### src/rtl/inst_encoder.sv
// inst_encoder: assembles RV32I field commands into instruction words and streams them into ROM
module inst_encoder #(
    parameter int          ADDR_W    = 12,
    parameter logic [31:0] BASE_ADDR = 32'h0
) (
    input  logic              clk,
    input  logic              rst,
    input  logic              start_i,
    input  logic              cmd_valid_i,
    output logic              cmd_ready_o,
    input  logic [2:0]        cmd_type_i,
    input  logic [2:0]        cmd_func3_i,
    input  logic [6:0]        cmd_func7_i,
    input  logic [4:0]        cmd_rd_i,
    input  logic [4:0]        cmd_rs1_i,
    input  logic [4:0]        cmd_rs2_i,
    input  logic [31:0]       cmd_imm_i,
    output logic              wr_en_o,
    output logic [31:0]       wr_addr_o,
    output logic [31:0]       wr_data_o,
    output logic [ADDR_W:0]   count_o,
    output logic              full_o,
    output logic              err_o,
    output logic [1:0]        err_code_o
);
    typedef enum logic [1:0] {IDLE, ENC, WR} state_t;
    typedef struct packed {
        logic [2:0]  typ;
        logic [2:0]  f3;
        logic [6:0]  f7;
        logic [4:0]  rd;
        logic [4:0]  rs1;
        logic [4:0]  rs2;
        logic [31:0] imm;
    } cmd_t;

    localparam logic [6:0] OP_I     = 7'b0010011;
    localparam logic [6:0] OP_R     = 7'b0110011;
    localparam logic [6:0] OP_B     = 7'b1100011;
    localparam logic [6:0] OP_JAL   = 7'b1101111;
    localparam logic [6:0] OP_JALR  = 7'b1100111;
    localparam logic [6:0] OP_LUI   = 7'b0110111;
    localparam logic [6:0] OP_AUIPC = 7'b0010111;
    localparam logic [ADDR_W:0] FULL_CNT = {1'b1, {ADDR_W{1'b0}}};

    state_t              state_q, state_d;
    cmd_t                cmd_q, cmd_d;
    logic [31:0]         word_q, word_d;
    logic [ADDR_W:0]     count_q, count_d;
    logic                err_q, err_d;
    logic [1:0]          code_q, code_d;
    logic [31:0]         enc_word;
    logic [1:0]          enc_code;
    logic                e_fn, e_rng, e_aln;
    logic [31:0]         imm;
    logic signed [31:0]  imm_s;

    assign imm   = cmd_q.imm;
    assign imm_s = cmd_q.imm;

    // Format the latched command and flag function, range and alignment violations
    always_comb begin
        enc_word = 32'h0;
        e_fn     = 1'b0;
        e_rng    = 1'b0;
        e_aln    = 1'b0;
        case (cmd_q.typ)
            3'd0: begin
                enc_word = {imm[11:0], cmd_q.rs1, cmd_q.f3, cmd_q.rd, OP_I};
                e_rng    = imm_s < -2048 || imm_s > 2047;
            end
            3'd1: begin
                enc_word = {cmd_q.f7, imm[4:0], cmd_q.rs1, cmd_q.f3, cmd_q.rd, OP_I};
                e_fn     = !(cmd_q.f3 == 3'd1 || cmd_q.f3 == 3'd5) ||
                           !(cmd_q.f7 == 7'h00 || (cmd_q.f7 == 7'h20 && cmd_q.f3 == 3'd5));
                e_rng    = imm_s < 0 || imm_s > 31;
            end
            3'd2: begin
                enc_word = {cmd_q.f7, cmd_q.rs2, cmd_q.rs1, cmd_q.f3, cmd_q.rd, OP_R};
                e_fn     = !(cmd_q.f7 == 7'h00 ||
                             (cmd_q.f7 == 7'h20 && (cmd_q.f3 == 3'd0 || cmd_q.f3 == 3'd5)));
            end
            3'd3: begin
                enc_word = {imm[12], imm[10:5], cmd_q.rs2, cmd_q.rs1, cmd_q.f3, imm[4:1], imm[11], OP_B};
                e_fn     = cmd_q.f3 == 3'd2 || cmd_q.f3 == 3'd3;
                e_rng    = imm_s < -4096 || imm_s > 4094;
                e_aln    = imm[0];
            end
            3'd4: begin
                enc_word = {imm[20], imm[10:1], imm[11], imm[19:12], cmd_q.rd, OP_JAL};
                e_rng    = imm_s < -1048576 || imm_s > 1048574;
                e_aln    = imm[0];
            end
            3'd5: begin
                enc_word = {imm[11:0], cmd_q.rs1, 3'b000, cmd_q.rd, OP_JALR};
                e_fn     = cmd_q.f3 != 3'd0;
                e_rng    = imm_s < -2048 || imm_s > 2047;
            end
            3'd6: begin
                enc_word = {imm[31:12], cmd_q.rd, OP_LUI};
                e_aln    = imm[11:0] != 12'h0;
            end
            default: begin
                enc_word = {imm[31:12], cmd_q.rd, OP_AUIPC};
                e_aln    = imm[11:0] != 12'h0;
            end
        endcase
        enc_code = e_fn ? 2'd3 : e_rng ? 2'd1 : e_aln ? 2'd2 : 2'd0;
    end

    // Sequencer: accept, encode/check, write; start_i overrides everything
    always_comb begin
        state_d = state_q;
        cmd_d   = cmd_q;
        word_d  = word_q;
        count_d = count_q;
        err_d   = err_q;
        code_d  = code_q;
        if (start_i) begin
            state_d = IDLE;
            count_d = '0;
            err_d   = 1'b0;
        end else begin
            case (state_q)
                IDLE: if (cmd_valid_i && cmd_ready_o) begin
                    cmd_d.typ = cmd_type_i;
                    cmd_d.f3  = cmd_func3_i;
                    cmd_d.f7  = cmd_func7_i;
                    cmd_d.rd  = cmd_rd_i;
                    cmd_d.rs1 = cmd_rs1_i;
                    cmd_d.rs2 = cmd_rs2_i;
                    cmd_d.imm = cmd_imm_i;
                    state_d   = ENC;
                end
                ENC: if (enc_code != 2'd0) begin
                    err_d   = 1'b1;
                    code_d  = enc_code;
                    state_d = IDLE;
                end else begin
                    word_d  = enc_word;
                    state_d = WR;
                end
                WR: begin
                    count_d = count_q + 1'b1;
                    state_d = IDLE;
                end
                default: state_d = IDLE;
            endcase
        end
    end

    // State and datapath registers
    always_ff @(posedge clk) begin
        if (rst) begin
            state_q <= IDLE;
            cmd_q   <= '0;
            word_q  <= '0;
            count_q <= '0;
            err_q   <= 1'b0;
            code_q  <= '0;
        end else begin
            state_q <= state_d;
            cmd_q   <= cmd_d;
            word_q  <= word_d;
            count_q <= count_d;
            err_q   <= err_d;
            code_q  <= code_d;
        end
    end

    assign full_o      = count_q == FULL_CNT;
    assign cmd_ready_o = (state_q == IDLE) && !full_o && !start_i && !rst;
    assign wr_en_o     = (state_q == WR) && !start_i && !rst;
    assign wr_addr_o   = BASE_ADDR + 32'({count_q, 2'b00});
    assign wr_data_o   = word_q;
    assign count_o     = count_q;
    assign err_o       = err_q;
    assign err_code_o  = code_q;
endmodule

### config.mk
export PLATFORM = sky130hd
export DESIGN_NAME = inst_encoder
export DESIGN_NICKNAME = d
export VERILOG_FILES = /design/src/rtl/inst_encoder.sv
export SDC_FILE = /design/constraint.sdc
export NUM_CORES = 1
export LEC_CHECK = 0
export ABC_CLOCK_PERIOD_IN_PS = 2780
export CAP_MARGIN = 30
export CELL_PAD_IN_SITES_DETAIL_PLACEMENT = 1
export CELL_PAD_IN_SITES_GLOBAL_PLACEMENT = 1
export CORE_MARGIN = 2
export CORE_UTILIZATION = 30
export CTS_CLUSTER_SIZE = 25
export DETAILED_ROUTE_END_ITERATION = 12
export DONT_BUFFER_PORTS = 1
export GPL_ROUTABILITY_DRIVEN = 1
export PLACE_DENSITY_LB_ADDON = 0.1
export SYNTH_ARGS = -nofsm -noshare
export SYNTH_HDL_FRONTEND = slang
export SYNTH_SLANG_ARGS = --single-unit
export TNS_END_PERCENT = 100
### constraint.sdc
create_clock -name clk -period 2.78 [get_ports clk]
set_clock_uncertainty 0.1 [all_clocks]
set_input_delay 0.278 -clock clk [delete_from_list [all_inputs] [get_ports clk]]
set_output_delay 0.278 -clock clk [all_outputs]
set_load 0.1 [all_outputs]
### Word level (Yosys, flattened, before mapping)

Index checks and enable logic that the tools add are counted.

| operators by class | value |
|---|---|
| order comparisons | 8 |
| muxes and demuxes | 10 |
| reduce and logical (&&, ||, !) cells | 39 |
| equal/unequal tests | 15 |
| $add $sub $neg | 1 |
| bitwise gates (word level) | 2 |

Operators by type and width:

| cell | number |
|---|---|
| 32-bit one-hot mux with 7 select lines | 1 |
| 32-bit by 12-bit > comparator with 1-bit output (second input constant) | 1 |
| 32-bit by 13-bit > comparator with 1-bit output (second input constant) | 1 |
| 32-bit by 21-bit > comparator with 1-bit output (second input constant) | 1 |
| 32-bit by 6-bit > comparator with 1-bit output (second input constant) | 1 |
| 32-bit by 1-bit < comparator with 1-bit output (second input constant) | 1 |
| 32-bit by 12-bit < comparator with 1-bit output (second input constant) | 1 |
| 32-bit by 13-bit < comparator with 1-bit output (second input constant) | 1 |
| 32-bit by 21-bit < comparator with 1-bit output (second input constant) | 1 |
| 13-bit by 1-bit adder with 13-bit output (second input constant) | 1 |
| 13-bit == test (second input constant) | 1 |
| 3-bit by 2-bit == test with 1-bit output (second input constant) | 4 |
| 3-bit == test (second input constant) | 4 |
| 12-bit nonzero test | 1 |
| 1-bit logical OR | 10 |
| 2-bit two-way mux | 5 |
| 3-bit AND reduction | 3 |
| 1-bit logical AND | 8 |
| 1-bit one-hot mux with 4 select lines | 2 |
| 7-bit by 6-bit == test with 1-bit output (second input constant) | 1 |
| 7-bit zero test | 1 |
| 3-bit by 1-bit == test with 1-bit output (second input constant) | 2 |
| 1-bit zero test | 6 |
| 3-bit zero test | 2 |
| 12 further kinds | 15 |

| storage, ports and cells | value |
|---|---|
| output and inout port bits | 83 |
| word-level logic and storage cells | 87 |
| flip-flop bits (word level) | 110 |
| bits of input ports | 64 |

### Depth between registers and ports, before layout

Gate-level depths: netlist of run 1.

| depth | value |
|---|---|
| word-level depth | 10 |
| depth in mapped cells | 10 |
| gate-level depth less buffers | 9 |

### Least setup slack after synthesis of run 1

Ideal clock, no wire load.

| path | value |
|---|---|
| kind | reg2reg |
| from | reg count_q[0] (netlist: count_o[0]) |
| to | reg cmd_q, in the netlist imm[1] |
| path slack | -3721 ps |
| setup time | 72 ps |
| cell stages (with the launch flop) | 11 |
| period minus slack after synthesis | 6501 ps |
| arrival time | 6329 ps |
| path buffers | 1 |
| data required time | 2608 ps |
| cells stage by stage | dfxtp_1 inv_1 ha_1 nor4b_1 and3_1 nor4_1 nand2_1 inv_2 buf_2 nand2_1 a21oi_1 |

| on the way | value |
|---|---|
| cells in the longest elaborated chain, start to end | 7 |

RTL lines:

| item | line | source |
|---|---|---|
| from (decl) | 49 | `logic [ADDR_W:0] count_q, count_d;` |
| from (signal assigned) | 165 | `count_q <= count_d;` |
| 13-bit == test | 171 | `assign full_o = count_q == FULL_CNT;` |
| named net full_o | 22 | `output logic full_o,` |
| 1-bit zero test | 172 | `assign cmd_ready_o = (state_q == IDLE) && !full_o && !start_i && !rst;` |
| 1-bit logical AND (3 in series) | 172 |  |
| named net cmd_ready_o | 10 | `output logic cmd_ready_o,` |
| 1-bit logical AND | 125 | `IDLE: if (cmd_valid_i && cmd_ready_o) begin` |
| 3-bit AND reduction (no source line) | n/a |  |
| to (signal assigned) | 163 | `cmd_q <= cmd_d;` |
| to (decl) | 47 | `cmd_t cmd_q, cmd_d;` |

The timed path passes the listed nets, and every way through them passes these cells.
A chain may end at the register's enable or synchronous reset.

### Final worst setup path of run 1

| path | value |
|---|---|
| from | reg cmd_q, in the netlist imm[11] |
| to | reg word_q[13] (netlist: wr_data_o[13]) |

| on the way | value |
|---|---|
| cells in the longest elaborated chain, start to end | 8 |
| elaborated cells on any way between the ends | 21 |
| classes of those cells | order compare (8); mux (5); bitwise (1); reduce/logical (7) |

RTL lines:

| item | line | source |
|---|---|---|
| 32-bit by 12-bit < comparator with 1-bit output (tied with other cells) | 70, 97 |  |
| 1-bit logical OR (tied with other cells) | 70, 97 |  |
| 1-bit one-hot mux with 4 select lines or 2-bit two-way mux (tied branches) | 67, 108 |  |
| 2-bit two-way mux (*) (2 in series) | 108 | `enc_code = e_fn ? 2'd3 : e_rng ? 2'd1 : e_aln ? 2'd2 : 2'd0;` |
| 2-bit nonzero test (*) | 135 | `ENC: if (enc_code != 2'd0) begin` |
| 1-bit inverter (no source line) (*) | n/a |  |
| 3-bit AND reduction (no source line) (*) | n/a |  |
| to (signal assigned) | 164 | `word_q <= word_d;` |
| to (decl) | 48 | `logic [31:0] word_q, word_d;` |

Every way passes the cells marked *; elsewhere a longest branch is shown, timed or not.

==> impl_metrics.yaml, run 1 <==
worst_setup_path:
  regToRegSetupSlack_ns: 0.24
  r2r-end: "wr_data_o[13]"
  worstPathArrival_ns: 2.71
  cp_max_fo: 15
  r2r_start: "imm[11]"
  slowest_delay_ns: 0.57
  worstSetupEndpointType: "flop"
  path_class: "reg -> reg"
  worst_ep_required_time_ns: 2.95
  r2r_cells: 7
  crit_chain: "or3b_2 -> a21oi_1 -> a31oi_1 -> o32ai_2 -> nor3_4 -> buf_4 -> a211oi_1"
  cp-start-kind: "flop"
  worst_path_max_delay_cell: "o32ai_2"
synthesis:
  ys.flop_type: "dfxtp_1"
  synth_top_area_cell: "dfxtp_1"
  yosys.area.top_type_share_pct: 41.1
  seq_area_frac_synth_pct: 41.1
  postSynth.asyncResetShare_pct: 0
  ys_types: 55
  synth-seq-cells: 109
  ys_top_cells_by_count: "nand2_1 (135), dfxtp_1 (109), a21oi_1 (86)"
  synth_warnings: 0
  syn_area_sq_um: 5310
  synth-edff-count: 0
  yosys-top-cells-area: "dfxtp_1 (41%), nand2_1 (9.5%), a21oi_1 (8.1%)"
  avgSynthCellArea_sq_um: 8.32
  post-synth-top-count-cell: "nand2_1"
  syn-instance-count: 638
clock_network:
  root_buffer: "clkbuf_16"
  cts_buffer_depth: 2
  cts_tree: "done"
  cts_inserted_buffers: 9
  clkTransAtPathRegs_ns: 0.08
  clock_latency_ns: 0.35
  cts_resized: 0
  h-tree-depth: 3
  cts.sinks: 109
routing:
  vias: 4705
  via_per_inst: 5.03
  postRouteAntennaNets: 0
  drc: 0
  wirelength_um: 17200
  wl_per_cell_um: 18.3
  drt_iter0_markers: 197
  dr.pass1.iters: 4
global_routing:
  grt_antenna_before_repair: 0
  grt_first_pass_wirelength_um: 26600
  gr-total-overflow: 0
  grt_max_degree: 82
  grt_pass1_vias: 4704
  grtUsageTotal_pct: 18.4
floorplanning:
  rows: 48
  boundaryPins: 147
  dieArea_sq_um: 18800
  start_util_pct: 30.7
  coreArea_sq_um: 17300
  die-height_um: 137
  die_x_um: 137
worst_hold_path:
  worstHoldStart: "cmd_imm_i[11]"
  min_path_cells: 2
  hold_path.class: "in -> reg"
  hold_end: "imm[11]"
power:
  finalPower_mw: 3.66
  power_density_nw_per_um2: 550
  total_leakage_power_nw: 2.39
  vdd_drop_max_mv: 0.276
final_layout:
  n_antenna_cell: 0
  final_area_sq_um: 6650
  drive_gt1_share_pct: 16.9
  final_nets: 772
  nFillCells: 2016
  synthToLayoutAreaGrowth_pct: 25.2
place:
  gp_congestion: 0.804
  io_buffers: 0
  place_area_sq_um: 5710
  hpwl_um: 12200
sta:
  finalHoldViolations: 0
  slew_headroom_pct: 33.7
  finalCritPeriodShare_pct: 91.5
  report.final.slew_viol_count: 0
  tightest_slew_ns: 0.993
  post-route-min-period_ns: 2.54
  setup_viol: 0
  clock.fmax_ghz: 0.393
  rsz0062_at_grt: "no"
outcome:
  status: "completed"
flow_run:
  maxCapViolations: 0
## per-stage QoR
stage / util, % / worst slack (ns) / hold slack, ns / TNS, ns / cells
floorplan: - / -0.515 / 0.314 / -30.48 / 656
global placement: 33.0 / 0.320 / 0.260 / 0 / 862
detailed placement: 33.0 / 0.266 / 0.255 / 0 / 862
CTS: 38.4 / 0.242 / 0.000232 / 0 / 936
global route: 38.4 / 0.0336 / 0.0114 / 0 / 936
finish: 38.4 / 0.236 / 0.0156 / 0 / 936
## sequential cells by signal, summed over array words and instances (netlist names)
name and cells:
cmd_q 28, err_o 1, err_code_o 2, imm 32
state_q 2, wr_data_o 31, count_o 13
## report_power, final
group          internal, mW  switching, mW
registers              1.60         0.0512
logic                 0.173          0.398
clock network         0.840          0.597
## layout by cell type, fill, tap and decap left out, drive strengths merged, types with 7 or more instances in the layout
cell,instances
a211oi,17
a21oi,86
a31oi,16
buf,58
clkbuf,11
conb,19
dfxtp,109
dlygate4sd3,57
inv,9
mux2i,33
nand2,135
nand2b,16
nand4,15
nor2,25
nor2b,7
nor3,9
nor4,9
o21ai,8
o221ai,7
xor2,8
## worst max-delay path, delay by kind of cell, from the launching register on
kind                   cells  cell delay (ns)
flip-flops                 1             0.54
buffers and inverters      1             0.23
AND/OR/NAND/NOR            2             0.57
AO/OA/AOI/OAI              4             1.01
## cell families after synthesis
| kind of cell | share of synthesized area (%) |
|---|---|
| DFF | 41.1 |
| adders and majority gates | 0.471 |
| AOI/OAI and AO/OA | 17.8 |
| buffers and inverters | 9.22 |
| muxes | 6.65 |
| xor gates and xnor gates | 1.81 |
| other | 0.0706 |
| and+or+nand+nor | 22.9 |
## area by class of cell
class,instances,area (sq um),share of cell area (%)
Clock buffer,11,253,3.80
Timing Repair Buffer,115,1050,15.8
Tap cell,225,282,4.23
Inverter,9,33.8,0.508
Sequential cell,109,2200,33.2
Clock inverter,5,82.6,1.24
Multi-Input combinational cell,462,2740,41.2
## what timing repair did
action,in CTS,in global routing
setup buffers,0,0
hold buffers,58,0
endpoints found under the hold margin,81,0
## layer usage
metal	track usage, %	wire, um	up-vias
met3	2.74	617	18
met2	28.7	8040	106
li1	-	-	2318
met4	6.19	301	0
met1	25.9	8190	2263
met5	0	0	-
## worst max path at each step
stage / slack, ns / start / depth (start not counted) / endpoint
after floorplan: -0.52 / count_o[0] / 10 / cmd_q[32]
after global placement: 0.32 / imm[11] / 7 / wr_data_o[10]
after detailed placement: 0.27 / imm[11] / 7 / wr_data_o[13]
after CTS: 0.24 / imm[11] / 7 / wr_data_o[13]
after global routing: 0.03 / imm[11] / 7 / wr_data_o[10]
final: 0.24 / imm[11] / 7 / wr_data_o[13]
Note: power is estimated with default switching activity, not from simulation.
==> run 2, diff against run 1 <==
- CELL_PAD_IN_SITES_DETAIL_PLACEMENT: 1 -> 0
==> impl_metrics.yaml, run 2 (synthesized netlist as in run 1, its figures left out) <==
outcome:
  status: "completed"
floorplanning:
  die-height_um: 137
  boundaryPins: 147
  die_x_um: 137
  dieArea_sq_um: 18800
  coreArea_sq_um: 17300
  start_util_pct: 30.7
  rows: 48
power:
  seqPwrFrac_pct: 45.5
  total_leakage_power_nw: 2.40
  power_density_nw_per_um2: 544
  vdd_drop_max_mv: 0.322
  p_clk_share_pct: 38.8
  switching_share_pct: 28.6
  combinationalPowerShare_pct: 15.7
  power_switching_mw: 1.04
  internal_power_mw: 2.59
worst_setup_path:
  worst_ep_required_time_ns: 2.95
  worstPathArrival_ns: 2.70
  cp-start-kind: "flop"
  worstSetupEndpointType: "flop"
  regToRegSetupSlack_ns: 0.25
  cp_max_fo: 15
  path_class: "reg -> reg"
routing:
  drt_iter0_markers: 220
  vias: 4662
  dr.pass1.iters: 4
  wirelength_um: 16200
  drc: 0
  postRouteAntennaNets: 0
  wl_per_cell_um: 17.3
  via_per_inst: 4.97
sta:
  post-route-min-period_ns: 2.53
  slew_headroom_pct: 33.6
  finalCritPeriodShare_pct: 91.2
  rsz0062_at_grt: "no"
  finalHoldViolations: 0
  setup_viol: 0
  clock.fmax_ghz: 0.395
  tightest_slew_ns: 0.994
  report.final.slew_viol_count: 0
clock_network:
  holdBufCountCts: 60
  cts.sinks: 109
  cts_tree: "done"
  cts_resized: 0
  post_cts.repair.setup_buffers: 0
  cts_inserted_buffers: 9
  root_buffer: "clkbuf_16"
  h-tree-depth: 3
  clkTransAtPathRegs_ns: 0.07
  clock_latency_ns: 0.35
  cts_buffer_depth: 2
final_layout:
  drive_gt1_share_pct: 16.8
  final_core_util_pct: 38.5
  largest_reg_flops: 32
  synthToLayoutAreaGrowth_pct: 25.4
  final_cell_mix: "nand2_1 (134), dfxtp_1 (95), a21oi_1 (86), dlygate4sd3_1 (59), buf_4 (55)"
  final_nets: 774
  n_antenna_cell: 0
  instances_no_fill: 938
  mostFrequentLayoutCell: "nand2_1"
global_routing:
  grt_first_pass_wirelength_um: 24900
  grt_max_degree: 82
  grtUsageTotal_pct: 17.4
  grt_antenna_before_repair: 0
  gr-total-overflow: 0
  grt_pass1_vias: 4506
worst_hold_path:
  hold_path.class: "in -> reg"
place:
  io_buffers: 0
  hpwl_um: 11500
  gp_congestion: 0.804
  dp.cells: 862
flow_run:
  maxCapViolations: 0
-- run 2: changes by cell type in the layout (fill, tap and decap cells not counted), sizes merged --
| cell | previous run | this run |
|---|---|---|
| dlygate4sd3 | 57 | 59 |
| clkbuf | 11 | 10 |
| clkinvlp | 3 | 1 |
| clkinv | 0 | 3 |
-- run 2: area by class of cell --
type / instances / area (sq um)
Clock inverter: 6 / 86.3
Tap cell: 225 / 282
Sequential cell: 109 / 2200
Fill cell: 1816 / 10600
Multi-Input combinational cell: 462 / 2740
Inverter: 9 / 33.8
Clock buffer: 10 / 239
Timing Repair Buffer: 117 / 1070
-- run 2: per-layer routing --
layer | up-vias | GRT usage [%] | part of all wire, %
li1 | 2323 | - | -
met2 | 127 | 26.1 | 45
met5 | - | 0 | 0
met4 | 0 | 7.90 | 2.8
met3 | 27 | 2.89 | 4.9
met1 | 2185 | 24.4 | 48
-- run 2: power by group through the flow --
stage / Combinational [mW] / Clock, mW / Sequential [mW]
2_1_floorplan: 0.386 / 0 / 1.73
6_report: 0.568 / 1.41 / 1.65
3_3_place_gp: 0.476 / 0 / 1.68
3_5_place_dp: 0.477 / 0 / 1.68
5_1_grt: 0.607 / 1.52 / 1.65
4_1_cts: 0.571 / 1.45 / 1.65
-- run 2: critical path, cell delays in order (launching register included) --
cell      delay, ns
dfxtp_1        0.54
or3b_2         0.48
a21oi_1        0.15
a31oi_1        0.08
o32ai_2        0.56
nor3_4         0.08
buf_4          0.23
a211oi_1       0.23
-- run 2: per-stage QoR --
stage | hold WS [ns] | power [mW] | worst slack, ns | cell area (sq um) | TNS (ns)
final | 0.0136 | 3.62 | 0.246 | 6660 | 0
after floorplan | 0.314 | 2.11 | -0.515 | 5440 | -30.48
after detailed placement | 0.264 | 2.16 | 0.287 | 5710 | 0
after CTS | 0.000151 | 3.67 | 0.255 | 6660 | 0
after global routing | 0.00249 | 3.78 | 0.109 | 6660 | 0
after global placement | 0.260 | 2.16 | 0.320 | 5710 | 0
-- run 2: final timing paths --
path | startpoint | endpoint | depth (start not counted)
max reg2reg | imm[11] | wr_data_o[13] | 7
max | imm[11] | wr_data_o[13] | 7
min | cmd_imm_i[11] | imm[11] | 2
min reg2reg | wr_data_o[1] | wr_data_o[1] | 2
==> run 3, diff against run 2 <==
--- a/config.mk
+++ b/config.mk
@@ -7,12 +7,13 @@
 export LEC_CHECK = 0
 export ABC_CLOCK_PERIOD_IN_PS = 2780
+export BUFFER_PORTS_ARGS = -buffer_cell sky130_fd_sc_hd__buf_2
 export CAP_MARGIN = 30
 export CELL_PAD_IN_SITES_DETAIL_PLACEMENT = 0
 export CELL_PAD_IN_SITES_GLOBAL_PLACEMENT = 1
+export CORE_ASPECT_RATIO = 2
 export CORE_MARGIN = 2
 export CORE_UTILIZATION = 30
 export CTS_CLUSTER_SIZE = 25
 export DETAILED_ROUTE_END_ITERATION = 12
-export DONT_BUFFER_PORTS = 1
 export GPL_ROUTABILITY_DRIVEN = 1
 export PLACE_DENSITY_LB_ADDON = 0.1
==> constraint.sdc (replaced) <==
create_clock -name clk -period 2.78 [get_ports clk]
set_clock_uncertainty 0.1 [all_clocks]
set_input_delay 0.139 -clock clk [delete_from_list [all_inputs] [get_ports clk]]
set_output_delay 0.139 -clock clk [all_outputs]
set_load 0.1 [all_outputs]
==> impl_metrics.yaml, run 3 (synthesized netlist as in run 1, its figures left out) <==
outcome:
  status: "completed"
global_routing:
  gr-total-overflow: 0
  grt_antenna_before_repair: 0
  grt_max_degree: 74
  grtUsageTotal_pct: 17.5
  grt_pass1_vias: 4919
  grt_first_pass_wirelength_um: 26000
final_layout:
  nFillCells: 1822
  final_cell_mix: "nand2_1 (134), buf_2 (126), dfxtp_1 (96), a21oi_1 (86), dlygate4sd3_1 (60)"
  drive_gt1_share_pct: 25.8
  mostFrequentLayoutCell: "nand2_1"
  final_nets: 864
  synthToLayoutAreaGrowth_pct: 31.3
  largest_reg_flops: 32
  n_antenna_cell: 0
  final_core_util_pct: 40.4
worst_setup_path:
  r2r_start: "imm[11]"
  worst_ep_required_time_ns: 2.90
  crit_top_cell: "a31oi_1"
  worst-path-buf-inv: 1
  cp_max_fo: 17
  worstSetupEndpointType: "flop"
  path_class: "reg -> reg"
  r2r-end: "wr_data_o[7]"
  crit_chain: "or3b_2 -> a21oi_1 -> a31oi_1 -> o32a_1 -> buf_4 -> a31oi_1 -> a211oi_2"
  cp-start-kind: "flop"
  regToRegSetupSlack_ns: 0.22
  r2r_cells: 7
  worst_path_max_delay_cell: "dfxtp_1"
  path_delay_family: "compound AO/OA/AOI/OAI gates"
  worstPathArrival_ns: 2.68
  slowest_delay_ns: 0.60
place:
  gp_congestion: 0.819
  io_buffers: 127
  hpwl_um: 12600
sta:
  clock.fmax_ghz: 0.390
  tightest_slew_ns: 0.627
  report.final.slew_viol_count: 0
  setup_tns_ns: 0
  finalHoldViolations: 0
  setup_viol: 0
  rsz0062_at_grt: "no"
  post-route-min-period_ns: 2.56
  finalCritPeriodShare_pct: 92.2
  slew_headroom_pct: 58.2
floorplanning:
  start_util_pct: 30.7
  boundaryPins: 147
  coreArea_sq_um: 17300
  die-height_um: 192
  dieArea_sq_um: 18800
  die_x_um: 98.1
  rows: 68
power:
  power_density_nw_per_um2: 520
  total_leakage_power_nw: 2.80
  vdd_drop_max_mv: 0.263
  finalPower_mw: 3.63
routing:
  postRouteAntennaNets: 0
  wirelength_um: 16700
  drc: 0
  drt_iter0_markers: 237
  via_per_inst: 4.89
  vias: 4945
  wl_per_cell_um: 16.5
  dr.pass1.iters: 4
worst_hold_path:
  hold_end: "state_q[0]"
  worstHoldStart: "cmd_valid_i"
  hold_path.class: "in -> reg"
  min_path_cells: 3
clock_network:
  cts_tree: "done"
  cts_buffer_depth: 2
  holdBufCountCts: 59
  h-tree-depth: 3
  clock_latency_ns: 0.35
  clkTransAtPathRegs_ns: 0.07
  cts_inserted_buffers: 9
  root_buffer: "clkbuf_16"
  post_cts.repair.setup_buffers: 0
  cts.sinks: 109
  cts_resized: 0
flow_run:
  maxCapViolations: 0
[run 3: cell type report]
type                    count  area [sq um]  area share [%]
flip-flops and latches    109          2200            31.6
well taps                 210           263            3.77
multi-input cells         462          2740            39.2
repair buffers            207          1420            20.4
inverters                   9          36.3           0.520
clock inverters             5          75.1            1.08
clock buffers              10           239            3.43
[run 3: metal layers]
metal,up-vias,track usage [%],part of all wire (%)
li1,2492,-,-
met1,2328,18.4,39
met2,112,34.5,56
met3,13,2.37,3.2
met4,0,6.25,1.8
met5,-,0,0
[run 3: stage by stage]
| step | setup WS (ns) | instance area [sq um] | hold WS [ns] | instances |
|---|---|---|---|---|
| 2_1_floorplan | -0.513 | 5470 | 0.175 | 656 |
| 3_3_place_gp | 0.280 | 6030 | 0.283 | 936 |
| 3_5_place_dp | 0.217 | 6060 | 0.285 | 937 |
| 4_1_cts | 0.190 | 6960 | 0.00248 | 1011 |
| 5_1_grt | 0.0671 | 6970 | 0.117 | 1012 |
| 6_report | 0.218 | 6970 | 0.0916 | 1012 |
[run 3: worst max-delay path by stage]
stage / depth (start not counted) / start / to / slack (ns)
final: 7 / imm[11] / wr_data_o[7] / 0.22
after CTS: 7 / imm[11] / wr_data_o[13] / 0.19
after global routing: 7 / imm[11] / wr_data_o[4] / 0.07
after floorplan: 10 / count_o[0] / cmd_q[52] / -0.51
after global placement: 7 / imm[11] / wr_data_o[29] / 0.28
after detailed placement: 7 / imm[11] / wr_data_o[13] / 0.22
[run 3: worst register-to-register path, delay by kind of cell (launching register included)]
kind / cells / cell delay [ns]
AOI/OAI and AO/OA: 5 / 1.03
DFF: 1 / 0.60
and+or+nand+nor: 1 / 0.48
buffers and inverters: 1 / 0.22
[run 3: power breakdown]
group	total (mW)	internal [mW]	switching [mW]
clock	1.37	0.805	0.568
sequential	1.64	1.60	0.0413
combinational	0.616	0.201	0.415
